[src/rtl/writeback_buffer.sv]
// Writeback FIFO in front of the 32x32 register file: queues ALU/load results,
// drains one per cycle into the write port and forwards queued values to decode.
module writeback_buffer #(
  parameter int DEPTH = 4,
  parameter int PTRW  = 2
) (
  input  logic            clk,
  input  logic            rst,
  input  logic            result_valid,
  output logic            result_ready,
  input  logic [4:0]      result_reg,
  input  logic [31:0]     result_data,
  input  logic            hold,
  output logic [4:0]      write_register,
  output logic [31:0]     write_data,
  output logic            reg_write,
  input  logic [4:0]      read_register1,
  input  logic [4:0]      read_register2,
  output logic            bypass1_hit,
  output logic [31:0]     bypass1_data,
  output logic            bypass2_hit,
  output logic [31:0]     bypass2_data,
  output logic [PTRW:0]   count,
  output logic            empty
);

  localparam logic [PTRW:0] FULL = (PTRW + 1)'(DEPTH);

  logic [4:0]       ent_reg   [DEPTH];
  logic [31:0]      ent_data  [DEPTH];
  logic [DEPTH-1:0] ent_valid;
  logic [PTRW-1:0]  head;
  logic [PTRW-1:0]  tail;
  logic [PTRW-1:0]  idx;
  logic             accept;
  logic             enqueue;

  // Ready looks only at registered occupancy, never at the same-cycle drain.
  assign result_ready   = (count != FULL);
  assign empty          = (count == '0);
  assign reg_write      = !empty && !hold;
  assign accept         = result_valid && result_ready;
  assign enqueue        = accept && (result_reg != 5'd0);
  assign write_register = empty ? 5'd0  : ent_reg[head];
  assign write_data     = empty ? 32'd0 : ent_data[head];

  always_ff @(posedge clk or posedge rst) begin
    if (rst) begin
      head      <= '0;
      tail      <= '0;
      count     <= '0;
      ent_valid <= '0;
      for (int i = 0; i < DEPTH; i++) begin
        ent_reg[i]  <= '0;
        ent_data[i] <= '0;
      end
    end else begin
      if (enqueue) begin
        ent_reg[tail]   <= result_reg;
        ent_data[tail]  <= result_data;
        ent_valid[tail] <= 1'b1;
        tail            <= tail + 1'b1;
      end
      if (reg_write) begin
        ent_valid[head] <= 1'b0;
        head            <= head + 1'b1;
      end
      if (enqueue && !reg_write) begin
        count <= count + 1'b1;
      end else if (!enqueue && reg_write) begin
        count <= count - 1'b1;
      end
    end
  end

  // Walk oldest to youngest so the last match seen is the youngest one.
  always_comb begin
    bypass1_hit  = 1'b0;
    bypass1_data = '0;
    bypass2_hit  = 1'b0;
    bypass2_data = '0;
    idx          = head;
    for (int k = 0; k < DEPTH; k++) begin
      idx = head + PTRW'(k);
      if (ent_valid[idx] && (ent_reg[idx] == read_register1) && (read_register1 != 5'd0)) begin
        bypass1_hit  = 1'b1;
        bypass1_data = ent_data[idx];
      end
      if (ent_valid[idx] && (ent_reg[idx] == read_register2) && (read_register2 != 5'd0)) begin
        bypass2_hit  = 1'b1;
        bypass2_data = ent_data[idx];
      end
    end
  end

endmodule

[config.mk]
export PLATFORM = sky130hd
export DESIGN_NAME = writeback_buffer
export DESIGN_NICKNAME = d
export VERILOG_FILES = /design/src/rtl/writeback_buffer.sv
export SDC_FILE = /design/constraint.sdc
export NUM_CORES = 1
export LEC_CHECK = 0
export ABC_AREA = 1
export BUFFER_PORTS_ARGS = -buffer_cell sky130_fd_sc_hd__buf_4
export CAP_MARGIN = 0
export CORE_MARGIN = 4
export CORE_UTILIZATION = 45
export CTS_BUF_LIST = sky130_fd_sc_hd__clkbuf_16
export DETAILED_ROUTE_END_ITERATION = 8
export PLACE_DENSITY = 0.63
export SLEW_MARGIN = 5
export SYNTH_ARGS = -nofsm -noshare
export SYNTH_HDL_FRONTEND = slang
export SYNTH_SLANG_ARGS = --single-unit
[constraint.sdc]
create_clock -name clk -period 7 [get_ports clk]
set_input_delay 0.7 -clock clk [delete_from_list [all_inputs] [get_ports clk]]
set_output_delay 0.7 -clock clk [all_outputs]
set_load 0.05 [all_outputs]
==> impl_metrics.py <==
metrics = {
    "outcome": {
        "status": "finished clean",
    },
    "floorplan": {
        "rows": 61,
        "core_area_mm2": 0.0280,
        "io_pins": 160,
        "start_util": 0.459,
        "die_w_um": 177,
        "die_area_mm2": 0.0313,
        "die_h_um": 177,
    },
    "layout": {
        "antenna_cells": 0,
        "final_cell_mix": "619 x nand2_1, 315 x o21ai_0, 220 x nor2_1",
        "final_nets": 2145,
        "final_common_cell": "nand2_1",
        "layout-drive-gt1-share": 0.132,
        "largest_register_ffs": 128,
        "final_util": 0.526,
        "fillers": 2875,
        "area_growth_pct": 14.5,
    },
    "sta": {
        "rsz0062_at_grt": "false",
        "max_slew_margin": 0.202,
        "slew_violations": 0,
        "skew_ps": 11.0,
        "setup_tns_ps": 0,
        "min_period_ps": 5480,
        "max_freq_mhz": 183,
        "hold_violations": 0,
        "setup_viol": 0,
        "fin_hold_ws_ps": 449,
        "min_period_over_period": 0.783,
        "worstMarginPinSlew_ps": 1180,
    },
    "synth": {
        "yosysWarningCount": 0,
        "synth_cell_types": 34,
        "synth_seq_cells": 159,
        "synth_fp_nets": 2088,
        "synthCells": 2027,
        "synth_area_per_cell_um2": 6.34,
        "syn_area_mm2": 0.0129,
        "ys_seq_area_frac": 0.309,
    },
    "route": {
        "wl_per_cell_um": 19.5,
        "wl_mm": 48.2,
        "vias": 14100,
        "firstDrtPassIters": 6,
        "viasPerCell": 5.68,
        "drc_errors": 0,
        "drt_iter0_drc": 1706,
        "ant_nets": 0,
    },
    "placed_design": {
        "gp_congestion": 0.973,
        "post-dp-hpwl_mm": 35.2,
        "port_buffers": 159,
    },
    "flow_run": {
        "cap_viol_max_count": 0,
    },
    "clock_network": {
        "cts.clk_slew.worst_paths_ps": 70,
        "clock_sinks": 159,
        "cts_root_buffer": "clkbuf_16",
        "cts_hold_buf": 0,
        "htreeDepth": 4,
        "cts_tree": "built",
        "post_cts_buffers": 0,
        "clk_latency_ps": 410,
        "cts_buffers": 17,
        "cts_buffer_depth": 2,
        "post_cts_resized": 0,
    },
    "global_route": {
        "grt_first_pass_wirelength_mm": 72.4,
        "grt_max_degree": 102,
        "grt_use_total": 0.298,
        "overflow": 0,
        "antenna_found_initial": 0,
        "grt_pass1_vias": 12100,
    },
    "critical_path": {
        "cp.arrival_ps": 4780,
        "crit_buf_inv": 4,
        "cp_data_required_time_ps": 6300,
        "critPathTopFamily": "simple AND/OR/NAND/NOR gates",
        "path_max_fanout": 69,
        "slowest_delay_ps": 910,
        "endpoint_kind": "primary output",
        "worstSetupPathType": "reg2out",
        "cp_cell_sequence": "inv_2 -> ha_2 -> buf_4 -> nand3_1 -> nand3_1 -> nand2_1 -> nor2_2 -> buf_4 -> nand3_2 -> nand3b_1 -> nand3_1 -> nand2_1 -> nand2_1 -> buf_4",
        "cp_slowest_cell": "dfrtp_4",
        "cp-start-kind": "flip-flop",
    },
    "min_path": {
        "hp-class": "in2async",
    },
}
==> worst paths after layout <==
kind                            cells past startpoint          endpoint         start  slack [ps]
max in group asynchronous                           3      ent_data[15]           rst        5220
worst min register to register                      2      ent_data[26]  ent_data[26]         490
worst max register to register                      8          count[1]      count[0]        4380
worst min-delay path                                2      ent_data[31]           rst         450
worst max-delay path                               14  bypass2_data[13]       head[0]        1520
min in group clk                                    2      ent_data[26]  ent_data[26]         490
==> worst register-to-register path, delay by kind of cell (launching register included) <==
family,cells,cell delay (ps)
mux,1,270
fa+ha+maj,2,650
buf+inv,3,450
flops,1,470
simple gates,2,670
==> synth_stat cells <==
| cell | count | share of area |
|---|---|---|
| nand2_1 | 623 | 0.18 |
| o21ai_0 | 315 | 0.12 |
| nor2_1 | 224 | 0.065 |
| dfrtp_1 | 159 | 0.31 |
| inv_1 | 124 | 0.036 |
| nand3_1 | 121 | 0.047 |
| mux2i_1 | 82 | 0.064 |
| clkbuf_1 | 76 | 0.022 |
| nand4_1 | 53 | 0.026 |
| a21oi_1 | 50 | 0.019 |
| buf_2 | 48 | 0.019 |
| or2_2 | 31 | 0.015 |
| nand3b_1 | 30 | 0.018 |
| o21ai_1 | 20 | 0.0078 |
| ha_1 | 9 | 0.0088 |
| buf_4 | 8 | 0.0047 |
| buf_1 | 7 | 0.0020 |
| buf_6 | 7 | 0.0061 |
| or2_1 | 5 | 0.0024 |
| xor2_1 | 5 | 0.0034 |
| inv_2 | 4 | 0.0012 |
| o21a_1 | 4 | 0.0023 |
| nand2_2 | 3 | 0.0015 |
| nand3_2 | 3 | 0.0023 |
| o2111ai_1 | 3 | 0.0020 |
| nor2_4 | 2 | 0.0018 |
| nor3_1 | 2 | 0.00078 |
| o21ai_2 | 2 | 0.0014 |
| xnor2_1 | 2 | 0.0014 |
| a21boi_0 | 1 | 0.00058 |
| fa_1 | 1 | 0.0016 |
| mux2_2 | 1 | 0.00088 |
| nor2_2 | 1 | 0.00049 |
| nor2_8 | 1 | 0.0016 |
==> final cells by class <==
class	count	area [um2]	area share
clock inverter	15	219	0.0149
sequential	159	3980	0.271
multi-input combinational	1594	7750	0.527
timing repair buffer	184	1380	0.0938
inverter	128	485	0.0330
tap	378	473	0.0321
clock buffer	17	425	0.0289
==> per-stage QoR <==
step	std cells	instance area (um2)	setup slack, ps
after floorplan	2027	12900	2010
after global placement	2443	14100	2170
after detailed placement	2443	14100	2070
after CTS	2475	14700	1630
after global routing	2475	14700	1200
final	2475	14700	1520
==> logic make-up (layout without fill, tap and decap cells) <==
group | count (synthesis) | count (layout) | synth area share
multiplexers | 83 | 83 | 0.0647
buffers and inverters | 274 | 344 | 0.0911
flip-flops | 159 | 159 | 0.309
adder cells (fa/ha/maj) | 10 | 10 | 0.0103
AND/OR/NAND/NOR | 1099 | 1099 | 0.364
AO/OA/AOI/OAI | 395 | 395 | 0.156
XOR/XNOR | 7 | 7 | 0.00477
==> metal layers <==
metal / wire length, um / part of all wire / GRT usage / vias up
li1: - / - / - / 6719
met1: 23500 / 0.49 / 0.494 / 6557
met2: 17400 / 0.36 / 0.363 / 752
met3: 6810 / 0.14 / 0.111 / 34
met4: 402 / 0.0083 / 0.0426 / 0
met5: 0 / 0 / 0 / -
Power is left out: the tool's default activity adds up to more than one toggle a clock period on the data nets, which glitch-free logic cannot reach.
